**src/rtl/mdu_pkg.sv**
```systemverilog
`default_nettype none
// ------------------------------------------------------------------
// mdu_pkg: op and state encodings for the mul/div unit. Rev 1.0
// ------------------------------------------------------------------
package mdu_pkg;

  typedef enum logic [2:0] {
    MDU_NOP   = 3'b000,
    MDU_MULT  = 3'b001,
    MDU_MULTU = 3'b010,
    MDU_DIV   = 3'b011,
    MDU_DIVU  = 3'b100,
    MDU_MTHI  = 3'b101,
    MDU_MTLO  = 3'b110
  } mdu_op_e;

  typedef enum logic [1:0] {
    S_IDLE = 2'd0,
    S_MUL  = 2'd1,
    S_DIV  = 2'd2,
    S_FIX  = 2'd3
  } mdu_state_e;

endpackage
`default_nettype wire

```
**src/rtl/mdu_step.sv**
```systemverilog
`default_nettype none
// ------------------------------------------------------------------
// mdu_step: one radix-2 shift-add (mul) or restoring-subtract (div) step. Rev 1.0
// ------------------------------------------------------------------
module mdu_step #(
  parameter int WIDTH = 32
) (
  input  logic             div_mode,
  input  logic [WIDTH-1:0] operand,
  input  logic [WIDTH-1:0] acc_hi_in,
  input  logic [WIDTH-1:0] acc_lo_in,
  output logic [WIDTH-1:0] acc_hi_out,
  output logic [WIDTH-1:0] acc_lo_out
);

  logic [WIDTH:0] sum;
  logic [WIDTH:0] rem_sh;
  logic [WIDTH:0] diff;

  always_comb begin
    sum        = {1'b0, acc_hi_in} + (acc_lo_in[0] ? {1'b0, operand} : '0);
    rem_sh     = {acc_hi_in, acc_lo_in[WIDTH-1]};
    diff       = rem_sh - {1'b0, operand};
    acc_hi_out = sum[WIDTH:1];
    acc_lo_out = {sum[0], acc_lo_in[WIDTH-1:1]};
    if (div_mode) begin
      // Remainder stays below the divisor, so the top bit of diff is a clean borrow flag.
      if (!diff[WIDTH]) begin
        acc_hi_out = diff[WIDTH-1:0];
        acc_lo_out = {acc_lo_in[WIDTH-2:0], 1'b1};
      end else begin
        acc_hi_out = rem_sh[WIDTH-1:0];
        acc_lo_out = {acc_lo_in[WIDTH-2:0], 1'b0};
      end
    end
  end

endmodule
`default_nettype wire

```
**src/rtl/muldiv_unit.sv**
```systemverilog
`default_nettype none
// ------------------------------------------------------------------
// muldiv_unit: iterative multiply/divide with HI/LO registers and BUSY/DONE. Rev 1.0
// ------------------------------------------------------------------
module muldiv_unit
  import mdu_pkg::*;
#(
  parameter int WIDTH          = 32,
  parameter int BITS_PER_CYCLE = 1
) (
  input  logic             clk,
  input  logic             reset,
  input  logic             run,
  input  logic             start,
  input  logic [2:0]       op,
  input  logic [WIDTH-1:0] src_a,
  input  logic [WIDTH-1:0] src_b,
  input  logic             abort,
  output logic             busy,
  output logic             done,
  output logic [WIDTH-1:0] hi,
  output logic [WIDTH-1:0] lo
);

  localparam int N  = WIDTH / BITS_PER_CYCLE;
  localparam int CW = $clog2(N) + 1;

  mdu_state_e       state;
  logic [CW-1:0]    cnt;
  logic [WIDTH-1:0] opnd;
  logic [WIDTH-1:0] acc_hi;
  logic [WIDTH-1:0] acc_lo;
  logic             div_op;
  logic             neg_q;
  logic             neg_r;

  logic             is_mul;
  logic             is_div;
  logic             sa;
  logic             sb;
  logic [WIDTH-1:0] a_mag;
  logic [WIDTH-1:0] b_mag;
  logic             div_mode;

  logic [2*WIDTH-1:0] prod;
  logic [2*WIDTH-1:0] prod_fix;
  logic [WIDTH-1:0]   q_fix;
  logic [WIDTH-1:0]   r_fix;

  logic [WIDTH-1:0] hi_c [0:BITS_PER_CYCLE];
  logic [WIDTH-1:0] lo_c [0:BITS_PER_CYCLE];

  always_comb begin
    is_mul = (op == MDU_MULT) || (op == MDU_MULTU);
    is_div = (op == MDU_DIV)  || (op == MDU_DIVU);
    sa     = ((op == MDU_MULT) || (op == MDU_DIV)) && src_a[WIDTH-1];
    sb     = ((op == MDU_MULT) || (op == MDU_DIV)) && src_b[WIDTH-1];
    a_mag  = sa ? -src_a : src_a;
    b_mag  = sb ? -src_b : src_b;
  end

  assign div_mode = (state == S_DIV);
  assign hi_c[0]  = acc_hi;
  assign lo_c[0]  = acc_lo;

  generate
    for (genvar i = 0; i < BITS_PER_CYCLE; i++) begin : g_step
      mdu_step #(.WIDTH(WIDTH)) u_step (
        .div_mode   (div_mode),
        .operand    (opnd),
        .acc_hi_in  (hi_c[i]),
        .acc_lo_in  (lo_c[i]),
        .acc_hi_out (hi_c[i+1]),
        .acc_lo_out (lo_c[i+1])
      );
    end
  endgenerate

  // Divide by zero forces an all-ones quotient regardless of operand signs;
  // the remainder path already reproduces the dividend.
  always_comb begin
    prod     = {acc_hi, acc_lo};
    prod_fix = neg_q ? -prod : prod;
    q_fix    = (opnd == '0) ? '1 : (neg_q ? -acc_lo : acc_lo);
    r_fix    = neg_r ? -acc_hi : acc_hi;
  end

  always_ff @(posedge clk) begin
    if (reset) begin
      state  <= S_IDLE;
      cnt    <= '0;
      busy   <= 1'b0;
      done   <= 1'b0;
      hi     <= '0;
      lo     <= '0;
      opnd   <= '0;
      acc_hi <= '0;
      acc_lo <= '0;
      div_op <= 1'b0;
      neg_q  <= 1'b0;
      neg_r  <= 1'b0;
    end else if (run) begin
      done <= 1'b0;
      if (abort) begin
        state <= S_IDLE;
        busy  <= 1'b0;
      end else begin
        case (state)
          S_IDLE: begin
            if (start) begin
              if (is_mul || is_div) begin
                state  <= is_mul ? S_MUL : S_DIV;
                busy   <= 1'b1;
                cnt    <= '0;
                div_op <= is_div;
                neg_q  <= sa ^ sb;
                neg_r  <= sa;
                opnd   <= is_mul ? a_mag : b_mag;
                acc_hi <= '0;
                acc_lo <= is_mul ? b_mag : a_mag;
              end else if (op == MDU_MTHI) begin
                hi <= src_a;
              end else if (op == MDU_MTLO) begin
                lo <= src_a;
              end
            end
          end
          S_MUL, S_DIV: begin
            acc_hi <= hi_c[BITS_PER_CYCLE];
            acc_lo <= lo_c[BITS_PER_CYCLE];
            cnt    <= cnt + CW'(1);
            if (cnt == CW'(N - 1)) state <= S_FIX;
          end
          S_FIX: begin
            state <= S_IDLE;
            busy  <= 1'b0;
            done  <= 1'b1;
            if (div_op) begin
              hi <= r_fix;
              lo <= q_fix;
            end else begin
              hi <= prod_fix[2*WIDTH-1:WIDTH];
              lo <= prod_fix[WIDTH-1:0];
            end
          end
          default: state <= S_IDLE;
        endcase
      end
    end
  end

endmodule
`default_nettype wire

```
**config.mk**
```make
export PLATFORM = sky130hd
export DESIGN_NAME = muldiv_unit
export DESIGN_NICKNAME = d
export VERILOG_FILES = /design/src/rtl/mdu_pkg.sv /design/src/rtl/mdu_step.sv /design/src/rtl/muldiv_unit.sv
export SDC_FILE = /design/constraint.sdc
export NUM_CORES = 1
export LEC_CHECK = 0
export ABC_AREA = 1
export ABC_CLOCK_PERIOD_IN_PS = 3300
export CAP_MARGIN = 20
export CELL_PAD_IN_SITES_DETAIL_PLACEMENT = 0
export CELL_PAD_IN_SITES_GLOBAL_PLACEMENT = 1
export CORE_MARGIN = 10
export CORE_UTILIZATION = 41
export CTS_BUF_LIST = sky130_fd_sc_hd__clkbuf_16
export DETAILED_ROUTE_END_ITERATION = 7
export GPL_ROUTABILITY_DRIVEN = 0
export PLACE_DENSITY = 0.89
export SETUP_SLACK_MARGIN = 0.02
export SYNTH_ARGS = -nofsm -noshare
export SYNTH_HDL_FRONTEND = slang
export SYNTH_SLANG_ARGS = --single-unit
```
**constraint.sdc**
```tcl
create_clock -name clk -period 3.3 [get_ports clk]
set_input_delay 0.495 -clock clk [delete_from_list [all_inputs] [get_ports clk]]
set_output_delay 0.495 -clock clk [all_outputs]
set_load 0.05 [all_outputs]
```
==> results.cfg <==
[sta]
minimum_setup_slack_in_the_final_design_ns = 0.3419
finalClockSkew_ns = 0.01687
timing.final.crit_period_ns = 2.958
hold_viol_final = 0
fin_crit_sh = 0.8964
rsz0062_at_grt = false
final-setup-viol-count = 0
max-slew-margin-rel = 0.4031
timing.fmax_mhz = 338.1
slew_at_the_pin_closest_to_its_max_slew_limit_ns = 0.8860
setup_tns_ns = 0
hold_ws_ns = 0.4697
final_max_slew_viol_count = 0

[logic_synthesis]
yosys.area_share.simple = 0.4088
synthesis.area_um2 = 18770
yosys_warnings = 0
postSynth.asyncResetShare = 0
synth_seq_area_share = 0.1845
number_of_synthesized_flops_with_an_enable_pin = 0
yosys.area_share.xor_xnor = 0.03733
net_count_of_the_mapped_netlist = 3590
largest_family_of_logic_cells_by_synthesized_area = simple AND/OR/NAND/NOR gates
postSynthCellCount = 3444
post_synth.cell_area_avg_um2 = 5.450
yosys_register_bits = 173
netlist-cell-type-count = 51
synth_compound_gate_area_share = 0.1794
yosys.area_share.adder = 0.05013
synth.mux.area_fraction = 0
ys.flop_type = sky130_fd_sc_hd__dfxtp_1

[clock_tree]
clk_latency_ns = 0.47
cts-buffers-inserted = 17
ctsLongestPathBuffers = 2
htreeDepth = 4
cts_tree = yes
clockRootBuffer = sky130_fd_sc_hd__clkbuf_16
cts_sinks = 173
post-cts-setup-buffers = 0
cts-resized-gates = 0
post_cts_hold_buffer_count = 0
path_clk_slew_ns = 0.08

[layout]
layout.cells.non_filler = 4157
layout_commonest_cell = sky130_fd_sc_hd__nand2_1
drive_gt1_frac = 0.05285
fin_area_um2 = 21510
nets = 3690
most-common-layout-cells = sky130_fd_sc_hd__nand2_1, sky130_fd_sc_hd__inv_1, sky130_fd_sc_hd__nor2_1
num_antenna_cells = 0
area_growth_from_synthesis_to_layout_pct = 14.61

[pwr]
combPwrFrac = 0.375
total_switching_power_mw = 3.011
cellLeakagePower_nw = 10.75
switching_share_of_total_power = 0.4282
seq_power_share = 0.323
power-per-cell-area_nw_per_um2 = 326.9
p_int_mw = 4.021
power.ir.vdd_worst_mv = 0.2896
clkPwrFrac = 0.302

[die]
row_count = 78
die_w_um = 234.0
initial_core_util = 0.4145
core_region_area_um2 = 45280
die_h_um = 234.0
ioPinCount = 138
die_area_um2 = 54740

[worst_setup_path]
timing.critical_path.arrival_ns = 3.27
worstPathRequired_ns = 3.61
cp-end-kind = flip-flop
worst-r2r-cell-count = 18
timing.reg2reg.setup_slack_ns = 0.34
path_max_fanout = 33
critical_register_to_register_path_startpoint = acc_hi[0]
criticalPathCategory = reg -> reg
r2r_path_end = acc_hi[27]
worst_setup_path_start_kind = flip-flop

[outcome]
status = finished, final reports clean

[detailed_routing]
drt.antenna.violating_nets = 0
drt-initial-drc-count = 3062
vias_per_cell = 5.590
routed.top_layer = met5
vias_after_detailed_routing = 23240
detailroute.wirelength.met2_um = 34700
met3RoutedLength_um = 9368
drt-pass1-iter-count = 6
drcViolationCount = 0
wire_per_inst_um = 19.85
wirelength_met1_um = 34540
drt_wl_total_um = 82500

[hold_path]
hold_end = done
timing.hold.worst.class = reg -> reg
hold_depth = 2
hp_start = done

[place]
placement.cell_area_um2 = 20930
port_buffers = 137
place_ws_ns = 0.3533
post-place-cells = 4125
detailedPlacementHpwl_um = 65840

[global_route]
grt_antenna_before_repair = 1
grt_pass1_vias = 20430
grt_max_degree = 81
grt_first_pass_wirelength_um = 123000
globalRouteTotalUtil = 0.2919
gr_overflow_total = 0

[flow_run]
max_cap_viol_count = 0
==> how the worst max path moves through the flow <==
stage / endpoint / cells past startpoint / startpoint / slack, ns
final: acc_hi[27] / 18 / acc_hi[0] / 0.34
after detailed placement: opnd[18] / 16 / src_b[0] / 0.35
after global placement: opnd[24] / 13 / src_b[0] / 0.39
after CTS: acc_hi[27] / 18 / acc_hi[0] / 0.39
after floorplan: acc_hi[27] / 20 / acc_lo[0] / 0.78
after global routing: acc_hi[25] / 18 / acc_hi[0] / 0.09
==> kinds of logic (layout without fill, tap and decap cells) <==
logic type	Yosys count	after routing
AOI/OAI and AO/OA	620	620
xor gates and xnor gates	80	80
adders and majority gates	74	74
buffers and inverters	669	782
DFF	173	173
and+or+nand+nor	1828	1828
==> worst max-delay path, cell delays in order, from the launching register on <==
cell	delay, ns
sky130_fd_sc_hd__dfxtp_1	0.42
sky130_fd_sc_hd__inv_1	0.17
sky130_fd_sc_hd__fa_1	0.55
sky130_fd_sc_hd__inv_1	0.13
sky130_fd_sc_hd__nand3_1	0.07
sky130_fd_sc_hd__nand2_1	0.16
sky130_fd_sc_hd__nand2_1	0.08
sky130_fd_sc_hd__nand2_2	0.11
sky130_fd_sc_hd__nand2_1	0.07
sky130_fd_sc_hd__nand2_2	0.09
sky130_fd_sc_hd__nand2_2	0.07
sky130_fd_sc_hd__nand2_2	0.07
sky130_fd_sc_hd__nand2_4	0.12
sky130_fd_sc_hd__nand2_4	0.32
sky130_fd_sc_hd__nand2_1	0.10
sky130_fd_sc_hd__nand2_1	0.07
sky130_fd_sc_hd__nand2_1	0.05
sky130_fd_sc_hd__nand2_1	0.07
sky130_fd_sc_hd__a21oi_1	0.05
==> stage by stage <==
step	util	power, mW
after global routing	0.4750	7.325
after floorplan	-	3.999
final	0.4750	7.032
after detailed placement	0.4621	4.853
after CTS	0.4750	6.940
after global placement	0.4621	4.861
==> synthesized netlist by cell type, drive strengths merged (6+ instances only) <==
| cell | n | area, µm² |
|---|---|---|
| nand3b | 7 | 52.55 |
| clkbuf | 78 | 292.8 |
| a31oi | 14 | 87.58 |
| nand4 | 55 | 344.1 |
| dfxtp | 173 | 3463 |
| nor4 | 7 | 43.79 |
| nand3 | 338 | 1697 |
| buf | 49 | 289.0 |
| o31ai | 7 | 52.55 |
| ha | 72 | 900.9 |
| clkinv | 6 | 27.53 |
| nor3 | 40 | 210.2 |
| a21oi | 286 | 1484 |
| nor2 | 387 | 1493 |
| inv | 536 | 2014 |
| o21ai | 255 | 1306 |
| nand2 | 976 | 3721 |
| o211ai | 32 | 240.2 |
| xnor2 | 15 | 131.4 |
| or2 | 9 | 56.31 |
| xor2 | 65 | 569.3 |
| o21bai | 9 | 67.56 |
==> power by group through the flow <==
stage | logic, mW | clock network, mW | registers [mW]
2_1_floorplan | 1.58 | 0 | 2.42
3_3_place_gp | 2.55 | 0 | 2.31
3_5_place_dp | 2.54 | 0 | 2.31
6_report | 2.64 | 2.12 | 2.27
5_1_grt | 2.85 | 2.20 | 2.28
4_1_cts | 2.55 | 2.12 | 2.26
==> flip-flops by register name, summed over array words and instances, names as in the netlist <==
name / flops
acc_lo: 32
opnd: 32
neg_q: 1
div_op: 1
busy: 1
hi: 32
done: 1
state: 2
lo: 32
acc_hi: 32
cnt: 6
neg_r: 1
==> cell type report <==
cell class,count,area [µm²]
Fill cell,5092,23770
Multi-Input combinational cell,2602,12710
Inverter,542,2042
Sequential cell,173,3463
Timing Repair Buffer,208,1962
Clock buffer,17,425.4
Clock inverter,15,160.2
Tap cell,600,750.7
==> metal layers <==
metal,GRT usage,vias up
met2,0.4340,1314
li1,-,11240
met3,0.05693,180
met5,0,-
met1,0.4009,10500
met4,0.1310,2
(Power assumes the default switching activity.)
